<file path="src/rtl/uart_tx_scheduler.sv">
// Round-robin scheduler sharing one UART TX engine among NUM_REQ byte-stream
// requesters, with burst capping, stall revocation and an inter-burst idle gap.
module uart_tx_scheduler #(
  parameter int unsigned NUM_REQ     = 4,
  parameter int unsigned DATA_WIDTH  = 8,
  parameter int unsigned MAX_BURST   = 4,
  parameter int unsigned GAP_TICKS   = 2,
  parameter int unsigned STALL_LIMIT = 16
) (
  input  logic                            clk,
  input  logic                            rst,
  input  logic [NUM_REQ-1:0]              req_valid,
  input  logic [NUM_REQ*DATA_WIDTH-1:0]   req_data,
  input  logic [NUM_REQ-1:0]              req_last,
  output logic [NUM_REQ-1:0]              req_ready,
  input  logic                            baud_tick,
  input  logic                            tx_busy,
  input  logic                            tx_done,
  output logic                            tx_start,
  output logic [DATA_WIDTH-1:0]           tx_data,
  output logic                            grant_valid,
  output logic [$clog2(NUM_REQ)-1:0]      grant_id
);

  localparam int unsigned IW = $clog2(NUM_REQ);
  localparam int unsigned BW = $clog2(MAX_BURST + 1);
  localparam int unsigned GW = (GAP_TICKS > 0) ? $clog2(GAP_TICKS + 1) : 1;
  localparam int unsigned SW = $clog2(STALL_LIMIT + 1);

  typedef enum logic [1:0] {IDLE, SEND, WAIT, GAP} state_t;

  state_t          state;
  logic [IW-1:0]   last_grant;
  logic [BW-1:0]   burst_cnt;
  logic [GW-1:0]   gap_cnt;
  logic [SW-1:0]   stall_cnt;
  logic            last_flag;

  logic [IW-1:0]          arb_id;
  logic                   sel_valid;
  logic                   sel_last;
  logic [DATA_WIDTH-1:0]  sel_data;
  logic                   handshake;
  logic [GW:0]            gap_inc;
  logic                   gap_done;

  // Round-robin search starting just after the previous owner; lowest offset wins.
  always_comb begin
    int unsigned idx;
    idx    = 0;
    arb_id = '0;
    for (int j = NUM_REQ; j >= 1; j--) begin
      idx = (int'(last_grant) + j) % NUM_REQ;
      if (req_valid[IW'(idx)]) arb_id = IW'(idx);
    end
  end

  // Owner's request lines and accept generation.
  always_comb begin
    sel_valid = 1'b0;
    sel_last  = 1'b0;
    sel_data  = '0;
    for (int i = 0; i < NUM_REQ; i++) begin
      if (grant_id == IW'(i)) begin
        sel_valid = req_valid[i];
        sel_last  = req_last[i];
        sel_data  = req_data[i*DATA_WIDTH +: DATA_WIDTH];
      end
    end
    req_ready = '0;
    if (state == SEND) req_ready[grant_id] = !tx_busy;
    handshake = (state == SEND) && sel_valid && !tx_busy;
    gap_inc   = {1'b0, gap_cnt} + (GW+1)'(baud_tick);
    gap_done  = gap_inc >= (GW+1)'(GAP_TICKS);
  end

  always_ff @(posedge clk) begin
    if (rst) begin
      state       <= IDLE;
      tx_start    <= 1'b0;
      tx_data     <= '0;
      grant_valid <= 1'b0;
      grant_id    <= '0;
      last_grant  <= IW'(NUM_REQ - 1);
      burst_cnt   <= '0;
      gap_cnt     <= '0;
      stall_cnt   <= '0;
      last_flag   <= 1'b0;
    end else begin
      tx_start <= 1'b0;
      case (state)
        IDLE: begin
          if (|req_valid) begin
            grant_id    <= arb_id;
            grant_valid <= 1'b1;
            burst_cnt   <= '0;
            stall_cnt   <= '0;
            state       <= SEND;
          end
        end
        SEND: begin
          if (handshake) begin
            tx_start  <= 1'b1;
            tx_data   <= sel_data;
            last_flag <= sel_last;
            if (burst_cnt != BW'(MAX_BURST)) burst_cnt <= burst_cnt + BW'(1);
            stall_cnt <= '0;
            state     <= WAIT;
          end else if (!sel_valid) begin
            if (stall_cnt != SW'(STALL_LIMIT)) stall_cnt <= stall_cnt + SW'(1);
            // Owner went quiet too long: revoke the grant.
            if (stall_cnt >= SW'(STALL_LIMIT - 1)) begin
              gap_cnt <= '0;
              state   <= GAP;
            end
          end
        end
        WAIT: begin
          if (tx_done) begin
            if (last_flag || burst_cnt == BW'(MAX_BURST)) begin
              gap_cnt <= '0;
              state   <= GAP;
            end else begin
              state <= SEND;
            end
          end
        end
        GAP: begin
          grant_valid <= 1'b0;
          last_grant  <= grant_id;
          gap_cnt     <= gap_done ? GW'(GAP_TICKS) : gap_inc[GW-1:0];
          if (gap_done) state <= IDLE;
        end
        default: state <= IDLE;
      endcase
    end
  end

endmodule

</file>
<file path="config.mk">
export PLATFORM = sky130hd
export DESIGN_NAME = uart_tx_scheduler
export DESIGN_NICKNAME = d
export VERILOG_FILES = /design/src/rtl/uart_tx_scheduler.sv
export SDC_FILE = /design/constraint.sdc
export NUM_CORES = 1
export LEC_CHECK = 0
export CAP_MARGIN = 20
export CORE_MARGIN = 5
export CORE_UTILIZATION = 41
export CTS_CLUSTER_DIAMETER = 120
export CTS_CLUSTER_SIZE = 40
export DETAILED_ROUTE_END_ITERATION = 12
export GPL_ROUTABILITY_DRIVEN = 1
export PLACE_DENSITY = 0.74
export RECOVER_POWER = 25
export SKIP_CTS_REPAIR_TIMING = 1
export SLEW_MARGIN = 25
export SYNTH_ARGS = -nofsm -noshare
export SYNTH_HDL_FRONTEND = slang
export SYNTH_SLANG_ARGS = --single-unit
export TNS_END_PERCENT = 100
</file>
<file path="constraint.sdc">
create_clock -name clk -period 5.63 [get_ports clk]
set_input_delay 1.126 -clock clk [delete_from_list [all_inputs] [get_ports clk]]
set_output_delay 1.126 -clock clk [all_outputs]
set_load 0.02 [all_outputs]
</file>
# == Word level (Yosys, flattened, before mapping) ==
# Cells that the tools add are included.
# op_classes
add_sub_neg,7
order_cmp,8
n_eq_ne,21
muxes,54
n_bitwise,2
n_reduce_logical,19
# ops
cell,count
2-bit two-way mux,17
8-bit two-way mux,4
5-bit two-way mux,4
"2-bit by 3-bit less-than comparator with 1-bit output, second input constant",5
1-bit two-way mux,15
"2-bit != test, second input constant",7
5-bit one-hot mux with 2 select lines,1
3-bit two-way mux,3
1-bit binary-select mux with 2-bit select,4
"2-bit equality test, second input constant",4
2-bit one-hot mux with 4 select lines,1
4-bit AND reduction,2
"3-bit by 2-bit != test with 1-bit output, second input constant",2
"3-bit != test, second input constant",2
2-bit one-hot mux with 3 select lines,1
3-bit one-hot mux with 2 select lines,1
2-bit AND reduction,3
6-bit AND reduction,1
"5-bit by 1-bit adder with 5-bit output, second input constant",1
"5-bit by 4-bit greater-or-equal comparator with 1-bit output, second input constant",1
"5-bit != test, second input constant",1
5-bit AND reduction,1
"2-bit by 1-bit adder with 2-bit output, second input constant",2
"2-bit adder, second input constant",2
20 further kinds,26
# totals
register_bits,27
in_bits,45
out_inout_bits,16

# == Depth between registers and ports, before layout ==
# Gate-level depths: netlist (run 1).
# logic_depth
ltp_word,9
mapped_depth,7

# == Worst setup path after synthesis (run 1) ==
# Ideal clock, no wire load.
# synth_timing
path_type,input-to-output
start,in tx_busy
end,out req_ready[1]
arrival_ns,1.838
t_required_ns,4.504
path_slack_ns,2.666
stages,3
path_buffers,0
path_cell_list,nor3b_1 -> nand2_1 -> nor2_1
# synth_between
elab_chain_cells,3
# synth_rtl
item,line,text
"start, declared",17,"input logic tx_busy,"
1-bit zero test,71,if (state == SEND) req_ready[grant_id] = !tx_busy;
4-bit AND (no line),-,
4-bit two-way mux,71,
"end, declared",15,"output logic [NUM_REQ-1:0] req_ready,"
# No other way between the ends.

# == Worst setup path in the final report (run 1) ==
# layout_timing
start,in tx_busy
end,out req_ready[2]
# Same word-level chain as after synthesis.

==> impl_results.md, run 1 <==
* Max_slew headroom at 0.334
* Aggregate routed wire length at 4780 um
* DRC viols at 0
* Pwr/cell area at 195 nW/um^2
* Tmin final at 4120 ps
* RePlAce Congestion at 0.824
* Initial DRC Count at 115
* Drt pass-1 iters at 4
* Fillcell total at 384
* Setup crit end kind: output port
* Synth Warn # at 0
* Final setup viols at 0
* Max capacitance violation total at 0
* Cts bufs inserted at 3
* Clock insertion delay at the later pin of the skew report at 280 ps
* Initial core utilization at 0.427
* DR vias at 1664
* Syn Area/Cell at 8.43 um^2
* Most used cells in the layout excluding fill and tap cells: 50 x clkdlybuf4s50_1, 37 x nand2_1, 27 x dfxtp_1
* Worst-Margin Slew at 996 ps
* Netlist Area Pre-Place at 1720 um^2
* Clock power frac at 0.249
* Startpoint types: input port
* Clock Root Buffer: clkbuf_8
* Drt via density at 5.47
* Combinational Power Share at 0.279
* Yosys reg bits at 27
* WP data arrival at 3000 ps
* Async SR Flop Fraction at 0
* Initial antenna violation count at 0
* Die Y at 74.8 um
* CTS tree: done
* Share of layout cells above drive strength 1 at 0.0669
* First-pass GRT wire length at 7690 um
* VDD IR max at 0.128 mV
* Wire length per cell at 15.7 um
* Final Hold Fails at 0
* Post-synth EDFFs at 0
* Reg power frac at 0.472
* GRT Total Usage at 0.177
* Static Leak at 0.000898 uW
* HPWL after detailed placement at 3610 um
* Run status: finished clean
* Top Ports at 61
* Die area at 5590 um^2
* Clock Skews at 4.91 ps
* Placement Rows at 23
* Clock buffer depth at 2
* Non-Filler Instances at 304
* Total grt overflow at 0
* CP Max Fanout at 5
* WS Path Type: input port to output port
* Number of diodes at 0
* Hold Crit Class: flip-flop to flip-flop
* Area Overhead vs Synth at 37.2%
* CTS clk-pin slew, worst paths at 90 ps
* Gate count of the mapped netlist at 204
* Vias in the first global route at 1660
* Chip width at 74.8 um
* Cell taking the most area after synthesis: dfxtp_1
* Clock Sink Count at 27
* Seq/Total Area, Yosys at 0.314
* Final period util at 0.733
* Largest cells by area after synthesis: dfxtp_1 31%, mux4_2 13%, nand2_1 8.1%, a21oi_1 6.1%, ha_1 5.8%
* RSZ-0062 raised after global routing: false
* Post-synthesis cell type count at 46
* NetSw at 138 uW
* CP Data Required Time at 4500 ps
* Most common cell after layout, fill and taps aside: clkdlybuf4s50_1
* Nets at 308
* Detail Route Antenna Nets at 0
* Int Power at 323 uW
* Fmax at 242 MHz
* Final Max Slew Viols at 0
* Share of the synthesized area in the top cell type at 0.314
* Htree depth at 1
* Switching part of the total at 0.300
* Dominant register cell in the synthesized netlist: dfxtp_1
* Placed cells at 300
* Total core area at 4030 um^2
* Syn_nets at 257
* Setup TNS at 0 ps
* Largest net degree at the start of global routing at 26
* IO buf count at 60
-- layer usage --
layer  track usage  routed length (um)  vias to the layer above
met5             0                   0                        -
met4        0.0751                 108                        0
met3        0.0240                 244                        9
met2         0.285                2330                       44
met1         0.240                2100                      774
li1              -                   -                      837
-- synth_stat cells, drive strengths merged, types with 3 or more instances --
cell type,count
nand2,37
dfxtp,27
a21oi,21
inv,12
nor2,12
clkbuf,11
mux4,10
nand3,9
ha,8
o21ai,7
and3,4
buf,3
mux2i,3
nor3,3
o31ai,3
or4,3
-- area by class of cell --
class	instances	area [um^2]	share of cell area
Clock buffer	4	45.0	0.0191
Tap cell	50	62.6	0.0265
Sequential cell	27	541	0.229
Multi-Input combinational cell	150	1060	0.450
Timing Repair Buffer	60	601	0.255
Inverter	13	48.8	0.0207
-- sequential cells by signal, indices dropped and copies added (netlist names) --
register,count
grant_valid,1
tx_data,8
last_flag,1
last_grant,2
stall_cnt,5
grant_id,2
tx_start,1
gap_cnt,2
burst_cnt,3
state,2
-- critical path: stages --
cell and delay, ps:
clkdlybuf4s50_1 520, nor3b_1 500, nand2_1 100, nor2_1 110
clkdlybuf4s50_1 630
-- through the flow --
step           instance area, um^2   util  total power (uW)  setup slack (ps)  hold WS [ps]
2_1_floorplan                 1720      -               297              2670           436
3_3_place_gp                  2310  0.575               350              1560           441
3_5_place_dp                  2310  0.575               353              1510           446
4_1_cts                       2360  0.586               464              1510           459
5_1_grt                       2360  0.586               484              1350           478
6_report                      2360  0.586               461              1510           456
-- power by group through the flow --
stage	logic [uW]	registers (uW)	clock network, uW
4_1_cts	131	219	114
3_5_place_dp	130	223	0
2_1_floorplan	80.8	216	0
5_1_grt	140	221	123
3_3_place_gp	128	222	0
6_report	129	218	115
-- worst paths after layout --
kind | start | end | slack [ps] | depth (start not counted)
worst max-delay path | tx_busy | req_ready[2] | 1510 | 5
worst min-delay path | tx_data[4]$_SDFFE_PP0P_ | tx_data[4]$_SDFFE_PP0P_ | 460 | 2
worst max register to register | grant_id[0]$_SDFFE_PP0P_ | stall_cnt[3]$_SDFFE_PP0P_ | 2740 | 4
worst min register to register | tx_data[4]$_SDFFE_PP0P_ | tx_data[4]$_SDFFE_PP0P_ | 460 | 2
-- logic make-up (layout without fill, tap and decap cells) --
logic type,count (synthesis),in the layout,share of synthesized area
simple gates,81,81,0.233
buf+inv,27,77,0.0684
flops,27,27,0.314
mux,13,13,0.148
compound gates,48,48,0.177
fa+ha+maj,8,8,0.0582
No activity file was read; power rests on OpenSTA's default activity.
==> run 2: changes to the inputs <==
- PLACE_DENSITY: 0.74 -> 0.77
- clock period: 5.63 -> 3.54 ns (I/O delays scaled with it)
==> impl_results.md, run 2 (synthesis results as in run 1) <==
* CP Max Fanout at 5
* CTS clk-pin slew, worst paths at 90 ps
* Total core area at 4030 um^2
* Largest net degree at the start of global routing at 26
* RSZ-0062 raised after global routing: false
* Sequential cell area at 541 um^2
* DRC viols at 0
* Static Leak at 0.000906 uW
* Non-Filler Instances at 307
* Die Y at 74.8 um
* Htree depth at 1
* Run status: finished clean
* Placed cells at 303
* Die area at 5590 um^2
* Number of flip-flops in the largest register at 8
* Clock insertion delay at the later pin of the skew report at 270 ps
* Fillcell total at 399
* Initial core utilization at 0.427
* Max_slew headroom at 0.247
* WS Path Type: input port to output port
* DR vias at 1637
* Clock Root Buffer: clkbuf_8
* Share of layout cells above drive strength 1 at 0.0778
* Detail Route Antenna Nets at 0
* Max capacitance violation total at 0
* Clock Skews at 3.03 ps
* Aggregate routed wire length at 4480 um
* Clock buffer depth at 2
* Most common cell after layout, fill and taps aside: clkdlybuf4s50_1
* Startpoint types: input port
* Biggest regs: tx_data x8, stall_cnt x5, burst_cnt x3
* Final setup viols at 0
* CP Data Required Time at 2830 ps
* CTS tree: done
* Most used cells in the layout excluding fill and tap cells: 51 x clkdlybuf4s50_1, 37 x nand2_1, 27 x dfxtp_1
* Worst reg-to-reg path cell count at 5
* Pre-CTS WS at 295 ps
* HPWL after detailed placement at 3530 um
* Placement Rows at 23
* Final Hold Fails at 0
* Cts bufs inserted at 3
* Worst hold stages at 2
* Top reg by flops: tx_data
* PnR worst setup slack at 284 ps
* Chip width at 74.8 um
* GRT Total Usage at 0.165
* Worst-Margin Slew at 1130 ps
* Footprint of the multi-input gates at 1060 um^2
* Clock Sink Count at 27
* Initial antenna violation count at 0
* Hold Crit Class: flip-flop to flip-flop
* Tmin final at 3260 ps
* First-pass GRT wire length at 7350 um
* Final Max Slew Viols at 0
* Worst reg-to-reg setup slack at 1060 ps
* RePlAce Congestion at 0.874
* Area Overhead vs Synth at 38.3%
* IO buf count at 60
* Number of diodes at 0
* WP data arrival at 2550 ps
* Final period util at 0.920
* Drt via density at 5.33
* Top Ports at 61
* Setup crit end kind: output port
* Setup TNS at 0 ps
* Initial DRC Count at 50
* Drt pass-1 iters at 4
* VDD IR max at 0.281 mV
* Pwr/cell area at 305 nW/um^2
* Wire length per cell at 14.6 um
* Fmax at 307 MHz
* Total grt overflow at 0
* Vias in the first global route at 1598
* Nets at 311
-- run 2: changes by cell type in the layout (fill, tap and decap cells not counted), sizes merged --
| cell | before | now |
|---|---|---|
| buf | 0 | 2 |
| clkdlybuf4s50 | 50 | 51 |
| clkinv | 1 | 2 |
| dlygate4sd3 | 10 | 9 |
-- run 2: area by class of cell --
type,instances,area share
multi-input combinational,150,0.446
timing repair buffer,63,0.260
sequential,27,0.227
tap,50,0.0263
inverter,13,0.0205
clock buffer,3,0.0174
clock inverter,1,0.00210
-- run 2: report_power, final --
part	leakage [uW]	switching, uW	total [uW]	internal (uW)
Sequential	0.000219	16.9	335	318
Clock	0.0000255	93.3	172	78.8
Combinational	0.000661	100	218	118
-- run 2: final timing paths --
kind / from / end
setup / recovery: tx_busy / req_ready[1]
hold / removal: tx_data[4]$_SDFFE_PP0P_ / tx_data[4]$_SDFFE_PP0P_
setup reg to reg: grant_id[1]$_SDFFE_PP0P_ / burst_cnt[2]$_SDFFE_PP0P_
hold reg to reg: tx_data[4]$_SDFFE_PP0P_ / tx_data[4]$_SDFFE_PP0P_
-- run 2: metrics by stage --
stage,util,area [um^2],total power [uW],hold WS [ps]
5_1_grt,0.591,2380,767,486
4_1_cts,0.592,2380,738,459
3_5_place_dp,0.580,2340,565,446
6_report,0.591,2380,725,456
2_1_floorplan,-,1720,472,436
3_3_place_gp,0.580,2340,560,442
-- run 2: metal layers --
layer | global-route usage | vias up | share of wire
li1 | - | 841 | -
met1 | 0.213 | 753 | 0.43
met2 | 0.276 | 37 | 0.52
met3 | 0.0334 | 6 | 0.045
met4 | 0.0553 | 0 | 0.012
met5 | 0 | - | 0
-- run 2: critical path, cell delays in order --
cell and delay [ps]:
clkdlybuf4s50_1 500, nor3b_1 500, nand2_1 110, nor2_1 100
clkdlybuf4s50_1 620
